==> src/rtl/sevenseg_pkg.sv <==
// Shared types and the active-low glyph table for the seven-segment scanner.
package sevenseg_pkg;

  typedef logic [3:0] bcd_t;
  typedef logic [6:0] seg_t;

  // All segments off (active-low).
  localparam seg_t SEG_BLANK = 7'h7F;

  // Glyph for one nibble, bit order {g,f,e,d,c,b,a}, 0 = segment lit.
  // 10..15 show as hex A,b,C,d,E,F.
  function automatic seg_t glyph(input bcd_t val);
    seg_t s;
    case (val)
      4'h0:    s = 7'b1000000;
      4'h1:    s = 7'b1111001;
      4'h2:    s = 7'b0100100;
      4'h3:    s = 7'b0110000;
      4'h4:    s = 7'b0011001;
      4'h5:    s = 7'b0010010;
      4'h6:    s = 7'b0000010;
      4'h7:    s = 7'b1111000;
      4'h8:    s = 7'b0000000;
      4'h9:    s = 7'b0010000;
      4'hA:    s = 7'b0001000;
      4'hB:    s = 7'b0000011;
      4'hC:    s = 7'b1000110;
      4'hD:    s = 7'b0100001;
      4'hE:    s = 7'b0000110;
      default: s = 7'b0001110;
    endcase
    return s;
  endfunction

endpackage

==> src/rtl/bcd_sevenseg_scan_if.sv <==
// Digit load / display signal bundle between the digit source and the scanner.
interface bcd_sevenseg_scan_if;
  import sevenseg_pkg::*;

  logic        load;
  logic [15:0] bcd_in;
  logic [3:0]  dp_in;
  logic        lz_en;
  logic        en;
  logic [3:0]  an_n;
  seg_t        seg_n;
  logic        dp_n;
  logic        frame_done;

  modport master (
    output load, bcd_in, dp_in, lz_en, en,
    input  an_n, seg_n, dp_n, frame_done
  );

  modport slave (
    input  load, bcd_in, dp_in, lz_en, en,
    output an_n, seg_n, dp_n, frame_done
  );

endinterface

==> src/rtl/sevenseg_decoder.sv <==
// Combinational nibble to active-low segment pattern.
module sevenseg_decoder
  import sevenseg_pkg::*;
(
  input  bcd_t bcd,
  output seg_t seg
);

  assign seg = glyph(bcd);

endmodule

==> src/rtl/bcd_sevenseg_scan.sv <==
// Four-digit multiplexed seven-segment driver: shadow-latched digits,
// one anode per refresh slot, leading-zero blanking, registered outputs.
module bcd_sevenseg_scan
  import sevenseg_pkg::*;
#(
  parameter int TICK_DIV = 100_000
) (
  input  logic                clk,
  input  logic                reset_n,
  bcd_sevenseg_scan_if.slave  bus
);

  localparam int PW = (TICK_DIV > 2) ? $clog2(TICK_DIV) : 1;

  logic [PW-1:0] presc;
  logic          tick;
  logic [1:0]    idx;
  logic [15:0]   shadow_bcd;
  logic [3:0]    shadow_dp;
  bcd_t          cur_digit;
  seg_t          cur_seg;
  logic [3:0]    blank;

  assign tick = (presc == PW'(TICK_DIV - 1));

  // Free-running slot prescaler.
  always_ff @(posedge clk or negedge reset_n) begin
    if (!reset_n)  presc <= '0;
    else if (tick) presc <= '0;
    else           presc <= presc + 1'b1;
  end

  // Digit index advances once per slot; frame_done marks the 3->0 wrap.
  always_ff @(posedge clk or negedge reset_n) begin
    if (!reset_n) begin
      idx        <= 2'd0;
      frame_done_q_clear();
    end else begin
      if (tick) idx <= idx + 2'd1;
      bus.frame_done <= tick && (idx == 2'd3);
    end
  end

  // Shadow copy of the displayed value, updated only on load.
  always_ff @(posedge clk or negedge reset_n) begin
    if (!reset_n) begin
      shadow_bcd <= 16'h0000;
      shadow_dp  <= 4'h0;
    end else if (bus.load) begin
      shadow_bcd <= bus.bcd_in;
      shadow_dp  <= bus.dp_in;
    end
  end

  assign cur_digit = shadow_bcd[4*idx +: 4];

  sevenseg_decoder u_dec (
    .bcd (cur_digit),
    .seg (cur_seg)
  );

  // Leading-zero blanking: a digit blanks only if it and every digit above it
  // are zero and it carries no decimal point. The ones digit always shows.
  always_comb begin
    blank    = 4'b0000;
    blank[3] = bus.lz_en && (shadow_bcd[15:12] == 4'h0) && !shadow_dp[3];
    blank[2] = bus.lz_en && (shadow_bcd[15:8]  == 8'h00) && !shadow_dp[2];
    blank[1] = bus.lz_en && (shadow_bcd[15:4]  == 12'h000) && !shadow_dp[1];
  end

  // Registered display outputs, one cycle behind idx/shadow/lz_en/en.
  always_ff @(posedge clk or negedge reset_n) begin
    if (!reset_n) begin
      bus.an_n  <= 4'hF;
      bus.seg_n <= SEG_BLANK;
      bus.dp_n  <= 1'b1;
    end else if (!bus.en || blank[idx]) begin
      bus.an_n  <= 4'hF;
      bus.seg_n <= SEG_BLANK;
      bus.dp_n  <= 1'b1;
    end else begin
      bus.an_n  <= ~(4'b0001 << idx);
      bus.seg_n <= cur_seg;
      bus.dp_n  <= ~shadow_dp[idx];
    end
  end

  // Reset value of the frame pulse, kept beside the index register it tracks.
  task automatic frame_done_q_clear();
    bus.frame_done <= 1'b0;
  endtask

endmodule

==> src/flat_wrapper.sv <==
// flat-port wrapper written by rule: the top's interface ports become plain ports
module bcd_sevenseg_scan_flat import sevenseg_pkg::*;
#(
  parameter int TICK_DIV = 100_000
)
  (clk, reset_n, bus_load, bus_bcd_in, bus_dp_in, bus_lz_en, bus_en, bus_an_n, bus_seg_n, bus_dp_n, bus_frame_done);
  bcd_sevenseg_scan_if bus_i ();
  input  logic clk;
  input  logic reset_n;
  input wire logic [$bits(bus_i.load)-1:0] bus_load;
  input wire logic [$bits(bus_i.bcd_in)-1:0] bus_bcd_in;
  input wire logic [$bits(bus_i.dp_in)-1:0] bus_dp_in;
  input wire logic [$bits(bus_i.lz_en)-1:0] bus_lz_en;
  input wire logic [$bits(bus_i.en)-1:0] bus_en;
  output wire logic [$bits(bus_i.an_n)-1:0] bus_an_n;
  output wire logic [$bits(bus_i.seg_n)-1:0] bus_seg_n;
  output wire logic [$bits(bus_i.dp_n)-1:0] bus_dp_n;
  output wire logic [$bits(bus_i.frame_done)-1:0] bus_frame_done;
  assign bus_i.load = bus_load;
  assign bus_i.bcd_in = bus_bcd_in;
  assign bus_i.dp_in = bus_dp_in;
  assign bus_i.lz_en = bus_lz_en;
  assign bus_i.en = bus_en;
  assign bus_an_n = bus_i.an_n;
  assign bus_seg_n = bus_i.seg_n;
  assign bus_dp_n = bus_i.dp_n;
  assign bus_frame_done = bus_i.frame_done;
  bcd_sevenseg_scan #(.TICK_DIV(TICK_DIV)) u_core (.clk(clk), .reset_n(reset_n), .bus(bus_i));
endmodule
==> config.mk <==
export PLATFORM = sky130hd
export DESIGN_NAME = bcd_sevenseg_scan_flat
export DESIGN_NICKNAME = d
export VERILOG_FILES = /design/src/rtl/sevenseg_pkg.sv /design/src/rtl/bcd_sevenseg_scan_if.sv /design/src/rtl/sevenseg_decoder.sv /design/src/rtl/bcd_sevenseg_scan.sv /design/src/flat_wrapper.sv
export SDC_FILE = /design/constraint.sdc
export NUM_CORES = 1
export LEC_CHECK = 0
export ABC_AREA = 1
export CAP_MARGIN = 0
export CORE_ASPECT_RATIO = 1.1
export CORE_MARGIN = 1.5
export CORE_UTILIZATION = 50
export DETAILED_ROUTE_END_ITERATION = 10
export GPL_ROUTABILITY_DRIVEN = 0
export MAX_ROUTING_LAYER = met4
export PLACE_DENSITY_LB_ADDON = 0.25
export REMOVE_ABC_BUFFERS = 1
export SLEW_MARGIN = 15
export SYNTH_ARGS = -nofsm -noshare
export SYNTH_HDL_FRONTEND = slang
export SYNTH_SLANG_ARGS = --single-unit
==> constraint.sdc <==
create_clock -name clk -period 4.7 [get_ports clk]
set_input_delay 0.94 -clock clk [delete_from_list [all_inputs] [get_ports clk]]
set_output_delay 0.94 -clock clk [all_outputs]
set_load 0.1 [all_outputs]
==> results of run 1 <==
area by class of cell:
class,count,area (sq um)
clock buffer,5,68.8
tap,75,93.8
multi-input combinational,230,1210
sequential,52,1320
fill,491,2100
inverter,47,176
clock inverter,3,21.3
timing repair buffer,38,373
per-layer routing:
metal,vias up,track usage,part of all wire
li1,1121,-,-
met1,993,0.235,0.47
met2,54,0.331,0.48
met3,9,0.0347,0.040
met4,0,0.0648,0.015
met5,-,-,0
path summary, 6_finish.rpt:
check / from / endpoint / slack (ns) / depth (start not counted)
setup / recovery: u_core.bus.an_n[1] / bus_an_n[1] / 1.80 / 1
hold / removal: u_core.presc[0] / u_core.presc[0] / 0.47 / 1
setup reg to reg: u_core.idx[0] / u_core.bus.seg_n[0] / 2.61 / 10
hold reg to reg: u_core.presc[0] / u_core.presc[0] / 0.47 / 1
max in group asynchronous: reset_n / u_core.idx[1] / 3.55 / 2
min in group asynchronous: reset_n / u_core.presc[1] / 0.71 / 2
placed cells by master, fill, tap and decap left out, drive strengths merged, types with 4 or more instances in the layout:
| master | synthesis | layout |
|---|---|---|
| clkbuf | 2 | 5 |
| clkdlybuf4s50 | 0 | 36 |
| dfrtp | 40 | 40 |
| dfstp | 12 | 12 |
| ha | 11 | 11 |
| inv | 47 | 48 |
| mux2 | 9 | 9 |
| nand2 | 97 | 97 |
| nand3 | 30 | 30 |
| nand4 | 4 | 4 |
| nor2 | 40 | 40 |
| nor3 | 7 | 7 |
| o21ai | 22 | 22 |
| xor2 | 5 | 5 |
flip-flops by register name, indices dropped and copies added (netlist names):
register / cells
u_core.bus.dp_n: 1
u_core.shadow_dp: 4
u_core.bus.seg_n: 7
u_core.bus.frame_done: 1
u_core.bus.an_n: 4
u_core.presc: 17
u_core.idx: 2
u_core.shadow_bcd: 16
cell families after synthesis:
| family | Yosys count | share of synthesized area |
|---|---|---|
| AOI/OAI and AO/OA | 25 | 0.0475 |
| DFF | 52 | 0.476 |
| xor gates and xnor gates | 6 | 0.0190 |
| adders and majority gates | 11 | 0.0498 |
| and+or+nand+nor | 179 | 0.286 |
| muxes | 9 | 0.0367 |
| buffers and inverters | 54 | 0.0846 |
per-stage QoR:
stage | cells | util | power [mW]
global placement | 442 | 0.592 | 0.678
detailed placement | 442 | 0.592 | 0.680
floorplan | 329 | - | 0.620
CTS | 450 | 0.609 | 0.941
finish | 450 | 0.609 | 0.932
global route | 450 | 0.609 | 0.974
report_power, final:
group          leakage, nW  internal, mW  total, mW  switching, mW
sequential           0.630         0.477      0.487         0.0102
combinational        0.861        0.0609      0.184          0.123
clock               0.0445         0.106      0.261          0.155
total                 1.54         0.644      0.932          0.288
==> run_results.csv, run 1 <==
group,metric,value,unit
timing,final-hold-violation-count,0,
timing,worst_slack,1.80,ns
clocking,ctsHoldBuffers,0,
logic_synthesis,yosys.area.top_type,"dfrtp_1",
clocking,clk_pin_slew,0.10,ns
pwr,powerDensity,285,mW/mm^2
timing,fin_hold_ws,0.467,ns
drt,vias_per_cell,4.84,
timing,tightest_slew,0.982,ns
flow_run,maxCapViolCount,0,
timing,rsz0062_at_grt,"no",
drt,drtIter0Drc,139,
critical_path,worst-path-buf-inv,1,
placement,port_buffers,37,
logic_synthesis,syn_area,0.00277,sq mm
clocking,cts_tree,"done",
timing,finalSetupViolations,0,
clocking,htreeDepth,2,
timing,finalClockSkew,0.0112,ns
die,die_height,81.0,microns
hold_path,hp-class,"register to register",
logic_synthesis,synth-seq-area-share,0.476,
clocking,numCtsBuffers,5,
critical_path,path_max_fanout,1,
timing,period_share,0.617,
drt,wl,5050,microns
global_routing,grt_overflow_total,0,
finish,n_antenna_cell,0,
critical_path,path_cells,"clkdlybuf4s50_1",
critical_path,critical_path_class,"register to primary output",
global_routing,antenna_found_initial,0,
drt,ant_nets,0,
logic_synthesis,syn_inst,336,
logic_synthesis,synthMostInstantiatedCell,"nand2_1",
clocking,clk_latency,0.31,ns
global_routing,grt_pass1_wl,8860,microns
drt,num_vias,2177,
logic_synthesis,yosysTopAreaCellShare,0.362,
logic_synthesis,synth_edf_count,0,
drt,post_drt_wl_per_cell,11.2,microns
critical_path,required,3.76,ns
logic_synthesis,ys_top_cells_by_area,"dfrtp_1 36%, nand2_1 12%, dfstp_2 11%, inv_1 6.0%, nor2_1 5.0%",
logic_synthesis,async_reset_ff_frac,1.00,
logic_synthesis,synth_flop_cell,"dfrtp_1",
critical_path,cp_slowest_cell,"clkdlybuf4s50_1",
die,core,0.00536,sq mm
clocking,clock-sinks,52,
placement,placed_area,0.00317,sq mm
timing,clock.fmax,345,MHz
global_routing,grt_max_degree,53,
placement,hpwl,3640,microns
clocking,postCtsSetupBuffers,0,
die,dieArea,0.00599,sq mm
global_routing,first_global_vias,2053,
logic_synthesis,ys_ff_latch,52,
finish,final_nets,410,
die,start_util,0.516,
die,rows,28,
drt,drc,0,
drt,drtPass1Iterations,5,
logic_synthesis,yosys_warnings,0,
global_routing,track_usage,0.196,
logic_synthesis,synth_area_per_cell,8.23,sq um
outcome,status,"finished clean",
timing,slew_headroom,0.343,
clocking,cts_buffer_depth,2,
critical_path,crit_family,"buffers and inverters",
critical_path,critPathMaxStageDelay,1.12,ns
timing,setup_tns,0,ns
die,io_pins,38,
die,die_w,73.9,microns
logic_synthesis,yosys-top-cells-count,"88 x nand2_1, 44 x inv_1, 40 x dfrtp_1, 37 x nor2_1, 25 x nand3_1",
finish,drive_gt1_frac,0.139,
critical_path,start_kind,"register",
clocking,ctsResizeCount,0,
placement,preCtsSetupSlack,2.09,ns
timing,slew_viol_final,0,
pwr,power.leakage,1.54,nW
timing,fin_crit,2.90,ns
logic_synthesis,ys_types,26,
clocking,root_buffer,"clkbuf_8",
pwr,vdd_ir_drop_max,0.000199,V
critical_path,end_kind,"primary output",
finish,area_growth,18.1,%
finish,final_cell_area,0.00326,sq mm
critical_path,cp.arrival,1.96,ns
Note: power is estimated with default switching activity, not from simulation.
==> run 2: changes to the inputs <==
- clock period: 4.7 -> 2.8 ns (I/O delays scaled with it)
==> run_results.csv, run 2 (synthesis results as in run 1) <==
group,metric,value,unit
outcome,status,"finished clean",
finish,fillers,505,
drt,post_drt_wl_per_cell,11.5,microns
clocking,cts_buffer_depth,2,
global_routing,first_global_vias,2177,
pwr,p_sw,0.501,mW
finish,area_growth,17.7,%
clocking,postCtsSetupBuffers,0,
timing,rsz0062_at_grt,"no",
critical_path,worstReg2RegEnd,"u_core.bus.seg_n[0]",
global_routing,grt_max_degree,42,
critical_path,worstReg2RegStart,"u_core.idx[0]",
finish,drive_gt1_frac,0.178,
critical_path,path_cells,"inv_2 > nand2_1 > nand3_1 > nand2_1 > inv_1 > ha_1 > nand2_1 > o21ai_0 > nand2_1 > nand3_1",
clocking,root_buffer,"clkbuf_8",
critical_path,r2r_setup_slack,0.85,ns
drt,drtPass1Iterations,4,
timing,fin_crit,1.95,ns
finish,top_register,"u_core.presc",
placement,dp_cells,444,
timing,setup_tns,0,ns
drt,vias_per_cell,4.89,
clocking,clock-sinks,52,
placement,hpwl,4030,microns
global_routing,grt_overflow_total,0,
die,rows,28,
finish,n_antenna_cell,0,
clocking,ctsHoldBuffers,0,
critical_path,critical_path_class,"register to register",
pwr,power.leakage,1.56,nW
finish,largest_reg_flops,17,
finish,final_nets,412,
clocking,numCtsBuffers,5,
die,start_util,0.516,
drt,drc,0,
clocking,clk_latency,0.31,ns
pwr,switching_share,0.315,
finish,finalNonFillerCells,452,
pwr,p_seq_frac,0.517,
timing,finalClockSkew,0.00559,ns
pwr,vdd_ir_drop_max,0.000279,V
finish,final_cell_mix,"88 x nand2_1, 44 x inv_1, 40 x dfrtp_1, 37 x nor2_1, 25 x nand3_1",
timing,final-hold-violation-count,0,
finish,top_regs,"u_core.presc (17), u_core.shadow_bcd (16), u_core.bus.seg_n (7)",
die,dieArea,0.00599,sq mm
clocking,htreeDepth,2,
placement,port_buffers,37,
pwr,powerDensity,488,mW/mm^2
die,die_height,81.0,microns
timing,period_share,0.696,
critical_path,crit_family,"simple AND/OR/NAND/NOR gates",
global_routing,antenna_found_initial,0,
timing,tightest_slew,0.675,ns
drt,wl,5220,microns
critical_path,end_kind,"register",
pwr,intPower,1.09,mW
drt,num_vias,2210,
critical_path,worst-path-buf-inv,2,
clocking,clk_pin_slew,0.10,ns
finish,mostFrequentLayoutCell,"nand2_1",
hold_path,hp-class,"input pin to asynchronous set/reset pin",
critical_path,critPathMaxStageDelay,0.61,ns
timing,slew_viol_final,0,
timing,finalSetupViolations,0,
timing,clock.fmax,513,MHz
global_routing,track_usage,0.207,
global_routing,grt_pass1_wl,9220,microns
die,core,0.00536,sq mm
flow_run,maxCapViolCount,0,
drt,drtIter0Drc,136,
critical_path,cp.arrival,2.16,ns
timing,slew_headroom,0.549,
drt,ant_nets,0,
die,io_pins,38,
critical_path,cp_common_cell,"nand2_1",
critical_path,path_max_fanout,14,
pwr,combPwrFrac,0.193,
clocking,cts_tree,"done",
pwr,p_clk_frac,0.290,
critical_path,reg2regPathDepth,10,
clocking,ctsResizeCount,0,
critical_path,start_kind,"register",
critical_path,cp_slowest_cell,"dfrtp_1",
die,die_w,73.9,microns
critical_path,required,3.01,ns
## run 2: per-layer routing
metal | global-route usage | wire length [microns]
met1 | 0.236 | 2300
met2 | 0.356 | 2640
met3 | 0.0447 | 177
met4 | 0.0722 | 97
met5 | - | 0
## run 2: area by class of cell
type | instances | area, sq um | area share
tap | 75 | 93.8 | 0.0288
inverter | 47 | 176 | 0.0542
sequential | 52 | 1320 | 0.404
clock inverter | 3 | 28.8 | 0.00884
clock buffer | 5 | 68.8 | 0.0211
timing repair buffer | 40 | 355 | 0.109
multi-input combinational | 230 | 1210 | 0.373
## run 2: metrics by stage
stage / hold WS [ns] / total power [mW] / setup slack [ns] / area [sq um] / utilization
after floorplan: 0.264 / 1.04 / 1.15 / 2710 / -
after global placement: 0.440 / 1.14 / 0.828 / 3160 / 0.589
after detailed placement: 0.443 / 1.14 / 0.765 / 3160 / 0.589
after CTS: 0.0863 / 1.61 / 0.868 / 3250 / 0.607
after global routing: 0.0945 / 1.67 / 0.599 / 3250 / 0.607
final: 0.0930 / 1.59 / 0.851 / 3250 / 0.607
## run 2: how the worst max path moves through the flow
stage                              from             endpoint  depth (start not counted)
after floorplan           u_core.idx[0]  u_core.bus.seg_n[0]                         10
after global placement        bus_lz_en  u_core.bus.seg_n[0]                          7
after detailed placement      bus_lz_en  u_core.bus.seg_n[1]                          7
after CTS                 u_core.idx[0]  u_core.bus.seg_n[0]                         10
after global routing      u_core.idx[0]  u_core.bus.seg_n[0]                         10
final                     u_core.idx[0]  u_core.bus.seg_n[0]                         10
## run 2: power groups by stage
stage | Combinational (mW) | Clock [mW] | Sequential (mW)
after global placement | 0.304 | 0 | 0.837
after CTS | 0.309 | 0.479 | 0.823
after detailed placement | 0.308 | 0 | 0.836
final | 0.307 | 0.461 | 0.822
after floorplan | 0.107 | 0 | 0.933
after global routing | 0.338 | 0.505 | 0.826
